### src/rtl/sdram_port_arb.sv
// Two-client arbiter (Oric CPU, DMA write port) onto a toggle req/ack SDRAM port.
// Optional access timeout and sticky err flag are built only when SDRAM_ARB_TIMEOUT_EN is defined.
module sdram_port_arb #(
   parameter int TIMEOUT = 255
) (
   input  logic        clk_sys,
   input  logic        reset_n,
   input  logic        cpu_cs,
   input  logic        cpu_oe,
   input  logic        cpu_we,
   input  logic [15:0] cpu_ad,
   input  logic [7:0]  cpu_d,
   output logic [7:0]  cpu_q,
   input  logic        dma_wr,
   input  logic [15:0] dma_ad,
   input  logic [7:0]  dma_d,
   output logic        dma_busy,
   output logic        sd_req,
   input  logic        sd_ack,
   output logic        sd_we,
   output logic [1:0]  sd_ds,
   output logic [15:0] sd_a,
   output logic [15:0] sd_d,
   input  logic [15:0] sd_q,
   output logic        err,
   output logic [1:0]  fsm_state
);

   // The wait counter is 8 bits wide, so only 1..255 is meaningful.
   if (TIMEOUT < 1 || TIMEOUT > 255) begin : g_bad_timeout
      $error("sdram_port_arb: TIMEOUT must be in 1..255");
   end

   typedef enum logic [1:0] {
      IDLE     = 2'd0,
      CPU_WAIT = 2'd1,
      DMA_WAIT = 2'd2
   } state_t;

   state_t      state, state_nx;

   logic        cpu_rd, cpu_wr, prev_rd, prev_wr, armed, cpu_det;
   logic [15:0] prev_ad;
   logic        cpu_pend, cpu_pwe;
   logic [15:0] cpu_pa;
   logic [7:0]  cpu_pd;
   logic        dma_pend;
   logic [15:0] dma_pa;
   logic [7:0]  dma_pd;
   logic        sync, issue_cpu, issue_dma, done, tmo, dma_done, dma_accept;
   logic        iss_we;
   logic [15:0] iss_a;
   logic [7:0]  iss_d;

   assign cpu_rd = cpu_cs & cpu_oe;
   assign cpu_wr = cpu_cs & cpu_we;
   // armed masks the first cycle after reset so levels already high then are not seen as edges.
   assign cpu_det = armed & ((cpu_rd & ~prev_rd) | (cpu_wr & ~prev_wr) |
                             (cpu_rd & (cpu_ad != prev_ad)));

   assign sync       = (sd_ack == sd_req);
   assign dma_done   = done & (state == DMA_WAIT);
   assign dma_accept = dma_wr & (~dma_busy | dma_done);
   assign fsm_state  = state;

   always_comb begin
      state_nx  = state;
      issue_cpu = 1'b0;
      issue_dma = 1'b0;
      done      = 1'b0;
      case (state)
         IDLE: begin
            if (sync && cpu_pend) begin
               issue_cpu = 1'b1;
               state_nx  = CPU_WAIT;
            end else if (sync && dma_pend) begin
               issue_dma = 1'b1;
               state_nx  = DMA_WAIT;
            end
         end
         CPU_WAIT, DMA_WAIT: begin
            if (sync) begin
               done     = 1'b1;
               state_nx = IDLE;
            end else if (tmo) begin
               state_nx = IDLE;
            end
         end
         default: state_nx = IDLE;
      endcase
   end

   always_comb begin
      iss_we = 1'b1;
      iss_a  = dma_pa;
      iss_d  = dma_pd;
      if (issue_cpu) begin
         iss_we = cpu_pwe;
         iss_a  = cpu_pa;
         iss_d  = cpu_pd;
      end
   end

   always_ff @(posedge clk_sys or negedge reset_n) begin
      if (!reset_n) state <= IDLE;
      else          state <= state_nx;
   end

   always_ff @(posedge clk_sys or negedge reset_n) begin
      if (!reset_n) begin
         armed    <= 1'b0;
         prev_rd  <= 1'b0;
         prev_wr  <= 1'b0;
         prev_ad  <= 16'h0000;
         cpu_pend <= 1'b0;
         cpu_pwe  <= 1'b0;
         cpu_pa   <= 16'h0000;
         cpu_pd   <= 8'h00;
         dma_pend <= 1'b0;
         dma_pa   <= 16'h0000;
         dma_pd   <= 8'h00;
         dma_busy <= 1'b0;
         sd_req   <= 1'b0;
         sd_we    <= 1'b0;
         sd_ds    <= 2'b11;
         sd_a     <= 16'h0000;
         sd_d     <= 16'h0000;
         cpu_q    <= 8'h00;
      end else begin
         armed   <= 1'b1;
         prev_rd <= cpu_rd;
         prev_wr <= cpu_wr;
         prev_ad <= cpu_ad;

         // A fresh detection wins over clearing on issue: the newer request must not be lost.
         if (cpu_det) begin
            cpu_pend <= 1'b1;
            cpu_pa   <= cpu_ad;
            cpu_pd   <= cpu_d;
            cpu_pwe  <= cpu_wr;
         end else if (issue_cpu) begin
            cpu_pend <= 1'b0;
         end

         if (dma_accept) begin
            dma_pend <= 1'b1;
            dma_pa   <= dma_ad;
            dma_pd   <= dma_d;
         end else if (issue_dma) begin
            dma_pend <= 1'b0;
         end

         if (dma_accept)
            dma_busy <= 1'b1;
         else if (state == DMA_WAIT && (done || tmo))
            dma_busy <= 1'b0;

         if (issue_cpu || issue_dma) begin
            sd_req <= ~sd_req;
            sd_we  <= iss_we;
            sd_a   <= iss_a;
            sd_d   <= {iss_d, iss_d};
            sd_ds  <= iss_we ? (iss_a[0] ? 2'b10 : 2'b01) : 2'b11;
         end else if (tmo) begin
            sd_req <= sd_ack;
         end

         if (done && state == CPU_WAIT && !sd_we)
            cpu_q <= sd_a[0] ? sd_q[15:8] : sd_q[7:0];
      end
   end

`ifdef SDRAM_ARB_TIMEOUT_EN
   localparam logic [7:0] TO_LAST = 8'(TIMEOUT - 1);
   logic [7:0] wait_cnt;

   assign tmo = (state != IDLE) && !sync && (wait_cnt == TO_LAST);

   always_ff @(posedge clk_sys or negedge reset_n) begin
      if (!reset_n) begin
         wait_cnt <= 8'd0;
         err      <= 1'b0;
      end else begin
         if (state == IDLE) wait_cnt <= 8'd0;
         else               wait_cnt <= wait_cnt + 8'd1;
         if (tmo) err <= 1'b1;
      end
   end
`else
   assign tmo = 1'b0;
   assign err = 1'b0;
`endif

endmodule

### config.mk
export PLATFORM = sky130hd
export DESIGN_NAME = sdram_port_arb
export DESIGN_NICKNAME = d
export VERILOG_FILES = /design/src/rtl/sdram_port_arb.sv
export SDC_FILE = /design/constraint.sdc
export NUM_CORES = 1
export LEC_CHECK = 0
export CORE_ASPECT_RATIO = 0.6
export CORE_MARGIN = 2
export CORE_UTILIZATION = 50
export DETAILED_ROUTE_END_ITERATION = 8
export PLACE_DENSITY_LB_ADDON = 0.05
export SYNTH_ARGS = -nofsm -noshare
export SYNTH_HDL_FRONTEND = slang
export SYNTH_SLANG_ARGS = --single-unit
### constraint.sdc
create_clock -name clk_sys -period 3.3 [get_ports clk_sys]
set_clock_uncertainty 0.15 [all_clocks]
set_input_delay 0.33 -clock clk_sys [delete_from_list [all_inputs] [get_ports clk_sys]]
set_output_delay 0.33 -clock clk_sys [all_outputs]
set_load 0.01 [all_outputs]
==> results of run 1 <==
==> critical path: stages <==
cell and delay (ns):
clkdlybuf4s50_1 0.48, xnor2_1 0.29, nand4_1 0.20, nor3_2 0.25
a41oi_4 0.23, buf_12 0.24, mux2_4 0.31
==> worst max-delay path by stage <==
stage	end	slack (ns)
floorplan	dma_pa[10]$_DFFE_PN0P_	1.41
global placement	cpu_pd[4]$_DFFE_PN0P_	0.69
detailed placement	cpu_pa[2]$_DFFE_PN0P_	0.69
CTS	cpu_pa[14]$_DFFE_PN0P_	1.06
global route	sd_d[10]$_DFFE_PN0P_	0.94
finish	cpu_pa[13]$_DFFE_PN0P_	1.02
==> cell usage in the layout, fill, tap and decap left out, types with 3 or more instances in the layout <==
master           synthesis  final
mux2_1                   4      4
o21ai_1                  5      5
xnor2_1                 13     13
o21ai_0                 25     25
xor2_1                   5      5
mux2i_1                 32     32
inv_1                    3      3
dfrtp_1                107    107
clkbuf_16                0      9
ha_1                     3      3
mux2_4                  19     19
nand2_1                 31     31
mux2_2                  26     26
buf_4                   14      7
nor2_1                  11     11
a21oi_1                  9      9
clkdlybuf4s50_1          0    116
==> logic make-up (layout without fill, tap and decap cells) <==
group | Yosys count | after routing | synth area share, %
flip-flops | 109 | 109 | 59.2
multiplexers | 81 | 81 | 20.5
AND/OR/NAND/NOR | 54 | 54 | 5.56
AO/OA/AOI/OAI | 48 | 48 | 6.27
buffers and inverters | 27 | 143 | 3.74
XOR/XNOR | 19 | 19 | 3.77
adder cells (fa/ha/maj) | 3 | 3 | 0.814
other | 2 | 2 | 0.163
==> area by class of cell <==
type	count	share of cell area, %
Clock buffer	11	4.10
Inverter	3	0.183
Multi-Input combinational cell	207	27.8
Timing Repair Buffer	124	20.0
Sequential cell	109	44.3
Tap cell	116	2.35
Clock inverter	5	1.34
==> stage by stage <==
step | total power (W) | std cells | hold slack (ns) | setup WS (ns)
after floorplan | 0.00320 | 343 | -0.116 | 1.41
after global placement | 0.00395 | 559 | 0.318 | 0.692
after detailed placement | 0.00402 | 559 | 0.319 | 0.689
after CTS | 0.00522 | 575 | 0.0429 | 1.06
after global routing | 0.00550 | 575 | 0.0871 | 0.943
final | 0.00516 | 575 | -0.00228 | 1.02
==> registers in the layout, summed over array words and instances, names as in the netlist, 2 cells and up <==
register,count
cpu_pd,8
sd_ds,2
cpu_q,8
prev_ad,16
dma_pd,8
fsm_state,2
sd_d,8
dma_pa,16
cpu_pa,16
sd_a,16
==> power breakdown <==
part / internal, W / total (W) / switching [W]
clock network: 0.000708 / 0.00117 / 0.000462
registers: 0.00179 / 0.00211 / 0.000314
logic: 0.00105 / 0.00188 / 0.000836
total: 0.00355 / 0.00516 / 0.00161
==> layer usage <==
metal / track usage, % / up-vias / wire [µm]
met5: 0 / - / 0
met2: 28.3 / 77 / 3960
met4: 6.15 / 0 / 82
li1: - / 1394 / -
met1: 29.8 / 1378 / 4850
met3: 5.66 / 7 / 522
==> impl_metrics.tcl, run 1 <==
set metrics [dict create \
    status "finished with violations" \
    violations "negative hold slack" \
    cts_buffers 9 \
    grt_pass1_vias 2974 \
    antenna_found_initial 0 \
    period_needed_ns 2.28 \
    setup_violations 0 \
    path_clk_slew_ns 0.07 \
    drc 0 \
    synth_area_leaders "dfrtp_1, mux2i_1, mux2_2" \
    cts.sinks 109 \
    r2r-end "sd_d[7]$_DFFE_PN0P_" \
    syn_to_final_growth_pct 33.8 \
    async_flop_share_pct 100 \
    drtIter0Drc 182 \
    vias 2856 \
    drive_gt1_share_pct 17.2 \
    start_util_pct 50.9 \
    crit_path_start "cpu_ad[5]" \
    fp.dieArea_mm2 0.0100 \
    port_buffers 117 \
    hpwl_um 6520 \
    cts-htree-levels 3 \
    yosysMostFrequentCell "dfrtp_1" \
    worst_pin_slew_ns 1.02 \
    clk_latency_ns 0.34 \
    synth_top_area_share_pct 58.1 \
    ant_nets 0 \
    hold_viol_final 1 \
    holdBufCountCts 0 \
    ys_warn_count 0 \
    ys.flop_type "dfrtp_1" \
    ios 119 \
    powerDensity_mw_per_mm2 837 \
    wl_um 9410 \
    first_pass_iters 4 \
    min_period_over_period_pct 69.0 \
    wl_per_cell_um 16.4 \
    r2r-start "sd_req$_DFFE_PN0P_" \
    rsz0062_at_grt "no" \
    ys_ff_latch 109 \
    vdd_ir_drop_max_mv 0.358 \
    num-nets-final 528 \
    drv_cap 0 \
    syn_avg_cell_area_um2 13.4 \
    setup_tns_ns 0 \
    arrival_ns 2.35 \
    syn_area_mm2 0.00461 \
    grt_pass1_wl_um 15300 \
    design_area_mm2 0.00617 \
    final_util_pct 68.1 \
    grt_overflow 0 \
    max_freq_ghz 0.439 \
    cts_buffer_depth 2 \
    gp_congestion 0.748 \
    yosys.area.top_type "dfrtp_1" \
    die_w_um 128 \
    cts_resized 0 \
    cp_max_fo 22 \
    grt_usage_pct 20.0 \
    yosys-top-cells-count "dfrtp_1, mux2i_1, nand2_1" \
    timing.hold.ws_ns -0.00228 \
    maxSlewHeadroom_pct 32.2 \
    multi_input_area_mm2 0.00171 \
    diodes 0 \
    post-cts-setup-buffer-count 0 \
    hold_class "primary input to async pin" \
    grt_max_degree 83 \
    yosysUniqueCellTypes 40 \
    cts_tree "yes" \
    worst-setup-path-type "primary input to register" \
    syn_nets 417 \
    synth_cells 343 \
    root_buffer "clkbuf_16" \
    fill_cells 673 \
    cp-start-kind "primary input" \
    ff2ff_path_depth 6 \
    synth-edff-count 0 \
    slew_violations 0 \
    vias_per_cell 4.97 \
    leakage_nw 2.77 \
    seqCellArea_mm2 0.00273 \
    placed_cell_area_mm2 0.00583 \
    die_y_um 78.4 \
    cp-end-kind "register" \
    seq_area_frac_synth_pct 59.2 \
    reg2reg_slack_ns 1.08 \
    crit_required_ns 3.37 \
    rows 27 \
    core-area_mm2 0.00905 \
]
Note: power is estimated with default switching activity, not from simulation.
==> inputs of run 2 (changes only) <==
--- a/config.mk
+++ b/config.mk
@@ -7,7 +7,7 @@
 export LEC_CHECK = 0
 export CORE_ASPECT_RATIO = 0.6
 export CORE_MARGIN = 2
-export CORE_UTILIZATION = 50
+export CORE_UTILIZATION = 49
 export DETAILED_ROUTE_END_ITERATION = 8
 export PLACE_DENSITY_LB_ADDON = 0.05
 export SYNTH_ARGS = -nofsm -noshare
==> constraint.sdc (replaced) <==
create_clock -name clk_sys -period 2.3 [get_ports clk_sys]
set_clock_uncertainty 0.15 [all_clocks]
set_input_delay 0.23 -clock clk_sys [delete_from_list [all_inputs] [get_ports clk_sys]]
set_output_delay 0.23 -clock clk_sys [all_outputs]
set_load 0.01 [all_outputs]
==> impl_metrics.tcl, run 2 (same netlist as run 1, synthesis figures left out) <==
set metrics [dict create \
    syn_to_final_growth_pct 37.8 \
    leakage_nw 2.87 \
    grt_util_met3_pct 6.00 \
    power_frac_comb_pct 37.6 \
    diodes 0 \
    path_clk_slew_ns 0.07 \
    cts-htree-levels 3 \
    cts_buffers 9 \
    p_int_w 0.00523 \
    grt.busiest_layer "met1" \
    seqPwrFrac_pct 39.2 \
    drtIter0Drc 114 \
    hpwl_um 7100 \
    slowest_stage "dfrtp_1" \
    final_common_cell "clkdlybuf4s50_1" \
    drc 0 \
    crit_family "simple AND/OR/NAND/NOR gates" \
    fill_cells 702 \
    ff2ff_path_depth 6 \
    core-area_mm2 0.00916 \
    fp.dieArea_mm2 0.0102 \
    ios 119 \
    worst-path-stages 6 \
    p_sw_w 0.00232 \
    clock_power_share_pct 23.2 \
    grt_usage_pct 20.5 \
    drv_cap 0 \
    critical-path-max-stage-delay_ns 0.37 \
    wl_per_cell_um 15.8 \
    num-nets-final 545 \
    cts_buffer_depth 2 \
    vdd_ir_drop_max_mv 0.584 \
    post-cts-setup-buffer-count 0 \
    cp-end-kind "register" \
    vias 2967 \
    rows 27 \
    swShare_pct 30.8 \
    cp_num_buf_inv 1 \
    status "complete, no violations" \
    cts_tree "yes" \
    grt_pass1_vias 3067 \
    die_w_um 129 \
    min_period_over_period_pct 93.9 \
    clk_latency_ns 0.34 \
    globalRouteMet1Util_pct 30.7 \
    first_pass_iters 4 \
    rsz0062_at_grt "no" \
    powerDensity_mw_per_mm2 1190 \
    ant_nets 0 \
    met2_usage_pct 29.4 \
    start_util_pct 50.4 \
    gp_congestion 0.786 \
    setup_tns_ns 0 \
    die_y_um 79.1 \
    grt_max_degree 41 \
    hold_class "primary input to async pin" \
    slew_violations 0 \
    worst_pin_slew_ns 0.522 \
    cp_max_fo 20 \
    wl_um 9600 \
    max_freq_ghz 0.463 \
    setup_violations 0 \
    crit_chain "xnor2_1, nand4_1, nor3_2, a41oi_4, buf_12, mux2_4" \
    antenna_found_initial 0 \
    root_buffer "clkbuf_16" \
    port_buffers 117 \
    final_util_pct 69.4 \
    cts.sinks 109 \
    maxSlewHeadroom_pct 65.2 \
    cp-start-kind "register" \
    hold_viol_final 0 \
    grt_pass1_wl_um 15800 \
    arrival_ns 2.23 \
    cts_resized 0 \
    vias_per_cell 4.90 \
    pre_cts_ws_ns -0.124 \
    worst-setup-path-type "register to register" \
    crit_required_ns 2.37 \
    finalWorstSetupSlack_ns 0.141 \
    drive_gt1_share_pct 20.0 \
    period_needed_ns 2.16 \
    grt_overflow 0 \
    layout_common_cells "clkdlybuf4s50_1, dfrtp_1, mux2i_1, nand2_1, mux2_2" \
]
-- run 2: changes by cell type in the layout (fill, tap and decap cells not counted) --
cell           delta
buf_12            +2
buf_4            +14
bufinv_16         +1
clkbuf_8          -2
dlygate4sd3_1     +1
inv_6             +1
-- run 2: final timing paths --
| kind | end | slack (ns) | startpoint |
|---|---|---|---|
| hold / removal | dma_pa[6]$_DFFE_PN0P_ | 0.25 | reset_n |
| min in group clk_sys | prev_ad[15]$_DFF_PN0_ | 0.27 | cpu_ad[15] |
| setup / recovery | cpu_pa[3]$_DFFE_PN0P_ | 0.14 | prev_ad[5]$_DFF_PN0_ |
| hold reg to reg | sd_a[9]$_DFFE_PN0P_ | 0.33 | sd_a[9]$_DFFE_PN0P_ |
| setup reg to reg | cpu_pa[3]$_DFFE_PN0P_ | 0.14 | prev_ad[5]$_DFF_PN0_ |
| max in group asynchronous | sd_req$_DFFE_PN0P_ | 1.10 | reset_n |
-- run 2: area by class of cell --
class	instances	area [µm²]	share of cell area, %
Sequential cell	109	2730	43.0
Multi-Input combinational cell	207	1710	27.0
Timing Repair Buffer	141	1390	21.9
Clock buffer	9	225	3.55
Tap cell	130	163	2.56
Clock inverter	7	121	1.91
Inverter	3	11.3	0.177
-- run 2: power groups by stage --
stage          clock network [W]  registers (W)  logic (W)
6_report                 0.00175        0.00296    0.00284
5_1_grt                  0.00188        0.00305    0.00313
4_1_cts                  0.00180        0.00297    0.00288
3_5_place_dp                   0        0.00300    0.00287
3_3_place_gp                   0        0.00297    0.00279
2_1_floorplan                  0        0.00305    0.00153
-- run 2: per-stage QoR --
| step | cell area (µm²) | power (W) | cells | hold slack [ns] |
|---|---|---|---|---|
| 3_3_place_gp | 6000 | 0.00576 | 589 | 0.0856 |
| 5_1_grt | 6350 | 0.00807 | 606 | 0.262 |
| 3_5_place_dp | 6000 | 0.00587 | 589 | 0.0876 |
| 4_1_cts | 6350 | 0.00765 | 606 | 0.258 |
| 6_report | 6350 | 0.00755 | 606 | 0.254 |
| 2_1_floorplan | 4610 | 0.00459 | 343 | -0.216 |
-- run 2: repair_timing --
action                     in CTS  in global routing
hold endpoints to repair       36                  0
hold buffers                    1                  0
setup endpoints to repair       0                  0
-- run 2: layer usage --
layer  wire length [µm]  vias up
met5                  0        -
met4                 76        0
met3                549        7
met2               4120       81
met1               4860     1449
li1                   -     1430
==> inputs of run 3 (changes only) <==
--- a/config.mk
+++ b/config.mk
@@ -7,7 +7,7 @@
 export LEC_CHECK = 0
 export CORE_ASPECT_RATIO = 0.6
 export CORE_MARGIN = 2
-export CORE_UTILIZATION = 49
+export CORE_UTILIZATION = 44
 export DETAILED_ROUTE_END_ITERATION = 8
 export PLACE_DENSITY_LB_ADDON = 0.05
 export SYNTH_ARGS = -nofsm -noshare
==> constraint.sdc (replaced) <==
create_clock -name clk_sys -period 1.8 [get_ports clk_sys]
set_clock_uncertainty 0.15 [all_clocks]
set_input_delay 0.18 -clock clk_sys [delete_from_list [all_inputs] [get_ports clk_sys]]
set_output_delay 0.18 -clock clk_sys [all_outputs]
set_load 0.01 [all_outputs]
==> impl_metrics.tcl, run 3 (same netlist as run 1, synthesis figures left out) <==
set metrics [dict create \
    ios 119 \
    cp_max_fo 12 \
    vias_per_cell 4.87 \
    violations "negative setup slack" \
    rows 28 \
    hpwl_um 7260 \
    diodes 0 \
    cts_tree "yes" \
    multi_input_area_mm2 0.00178 \
    fp.dieArea_mm2 0.0113 \
    core-area_mm2 0.0100 \
    vdd_ir_drop_max_mv 0.877 \
    ant_nets 0 \
    drtIter0Drc 85 \
    leakage_nw 3.01 \
    power_w 0.00968 \
    max_freq_ghz 0.501 \
    ff2ff_path_depth 6 \
    start_util_pct 46.0 \
    grt_util_met3_pct 6.17 \
    arrival_ns 2.08 \
    rsz0062_at_grt "yes" \
    cts-htree-levels 3 \
    drc 0 \
    min_period_over_period_pct 111 \
    layout_common_cells "clkdlybuf4s50_1, dfrtp_1, buf_4, mux2i_1, nand2_1" \
    setup_violations 26 \
    clk_latency_ns 0.35 \
    cts.sinks 109 \
    first_pass_iters 4 \
    grt_overflow 0 \
    hold_viol_final 0 \
    die_y_um 83.3 \
    crit_required_ns 1.88 \
    vias 3073 \
    critical-path-max-stage-delay_ns 0.38 \
    fill_cells 776 \
    crit_chain "xnor2_1, nand4_1, nor3_2, a41oi_4, buf_12, mux2_4" \
    gp_congestion 0.764 \
    cp-start-kind "register" \
    placed_cell_area_mm2 0.00620 \
    port_buffers 117 \
    finalWorstSetupSlack_ns -0.197 \
    antenna_found_initial 0 \
    grt_usage_pct 19.0 \
    slew_violations 0 \
    cp_num_buf_inv 1 \
    path_clk_slew_ns 0.08 \
    slowest_stage "dfrtp_1" \
    pre_cts_ws_ns -0.510 \
    grt_max_degree 38 \
    grt_pass1_wl_um 16500 \
    cts_buffer_depth 2 \
    design_area_mm2 0.00659 \
    reg2reg_slack_ns -0.20 \
    status "finished with violations" \
    crit_family "simple AND/OR/NAND/NOR gates" \
    root_buffer "clkbuf_16" \
    cts_buffers 9 \
    cp-end-kind "register" \
    final_common_cell "clkdlybuf4s50_1" \
    hold_class "primary input to async pin" \
    grt_pass1_vias 3105 \
    worst-setup-path-type "register to register" \
    drive_gt1_share_pct 25.8 \
    syn_to_final_growth_pct 42.9 \
    r2r-start "prev_ad[13]$_DFF_PN0_" \
    r2r-end "cpu_pd[5]$_DFFE_PN0P_" \
    wl_um 10100 \
    drv_cap 0 \
    met2_usage_pct 28.5 \
    powerDensity_mw_per_mm2 1470 \
    grt.busiest_layer "met2" \
    wl_per_cell_um 16.0 \
    worst-path-stages 6 \
    final_util_pct 65.8 \
    seqCellArea_mm2 0.00273 \
    globalRouteMet1Util_pct 27.3 \
    num-nets-final 565 \
    die_w_um 136 \
    period_needed_ns 2.00 \
]
run 3: cell types whose count changed in the layout (fill, tap and decap cells not counted), sizes merged:
| cell | change |
|---|---|
| inv | +1 |
| clkinvlp | +2 |
| dlymetal6s2s | +1 |
| clkdlybuf4s50 | -1 |
| buf | +20 |
| bufinv | -3 |
run 3: worst register-to-register path: cells and delay by family, from the launching register on:
family / cells / cell delay [ns]
muxes: 1 / 0.31
and+or+nand+nor: 2 / 0.41
xor gates and xnor gates: 1 / 0.24
buffers and inverters: 1 / 0.21
DFF: 1 / 0.38
AOI/OAI and AO/OA: 1 / 0.19
run 3: worst max path at each step:
stage	from	endpoint	slack, ns
after floorplan	prev_ad[7]$_DFF_PN0_	cpu_pa[0]$_DFFE_PN0P_	-0.01
after global placement	cpu_ad[11]	cpu_pa[14]$_DFFE_PN0P_	-0.46
after detailed placement	cpu_ad[5]	cpu_pa[7]$_DFFE_PN0P_	-0.51
after CTS	prev_ad[5]$_DFF_PN0_	cpu_pd[5]$_DFFE_PN0P_	-0.20
after global routing	prev_ad[5]$_DFF_PN0_	cpu_pa[7]$_DFFE_PN0P_	-0.31
final	prev_ad[13]$_DFF_PN0_	cpu_pd[5]$_DFFE_PN0P_	-0.20
run 3: repair_timing:
item	in CTS	in global routing
endpoints found under the setup margin	29	68
gates cloned	1	0
endpoints found under the hold margin	107	0
hold buffers	1	0
pin swaps	5	3
gates resized for setup	6	7
setup buffers	2	1
run 3: area by class of cell:
class / instances / share of cell area (%)
repair buffers: 161 / 24.5
clock inverters: 7 / 0.892
flip-flops and latches: 109 / 41.5
clock buffers: 9 / 3.42
multi-input cells: 207 / 27.0
well taps: 135 / 2.56
inverters: 3 / 0.171
run 3: stage by stage:
step                setup TNS [ns]  cells  hold WS [ns]
floorplan                   -0.183    343        -0.266
global placement            -19.71    610       -0.0766
detailed placement          -22.00    610       -0.0766
CTS                          -5.19    630        0.0829
global route                 -7.51    631         0.121
finish                       -4.56    631        0.0884
run 3: report_power, final:
| part | switching (W) | leakage, nW | internal (W) |
|---|---|---|---|
| Sequential | 0.000500 | 1.31 | 0.00329 |
| Combinational | 0.00170 | 1.57 | 0.00230 |
| Clock | 0.000937 | 0.133 | 0.000956 |
| Total | 0.00313 | 3.01 | 0.00655 |
run 3: routing by layer:
layer  vias to the layer above  share of wire (%)
met2                        78                 45
met3                         8                7.1
met4                         0               0.73
met1                      1523                 47
li1                       1464                  -
met5                         -                  0
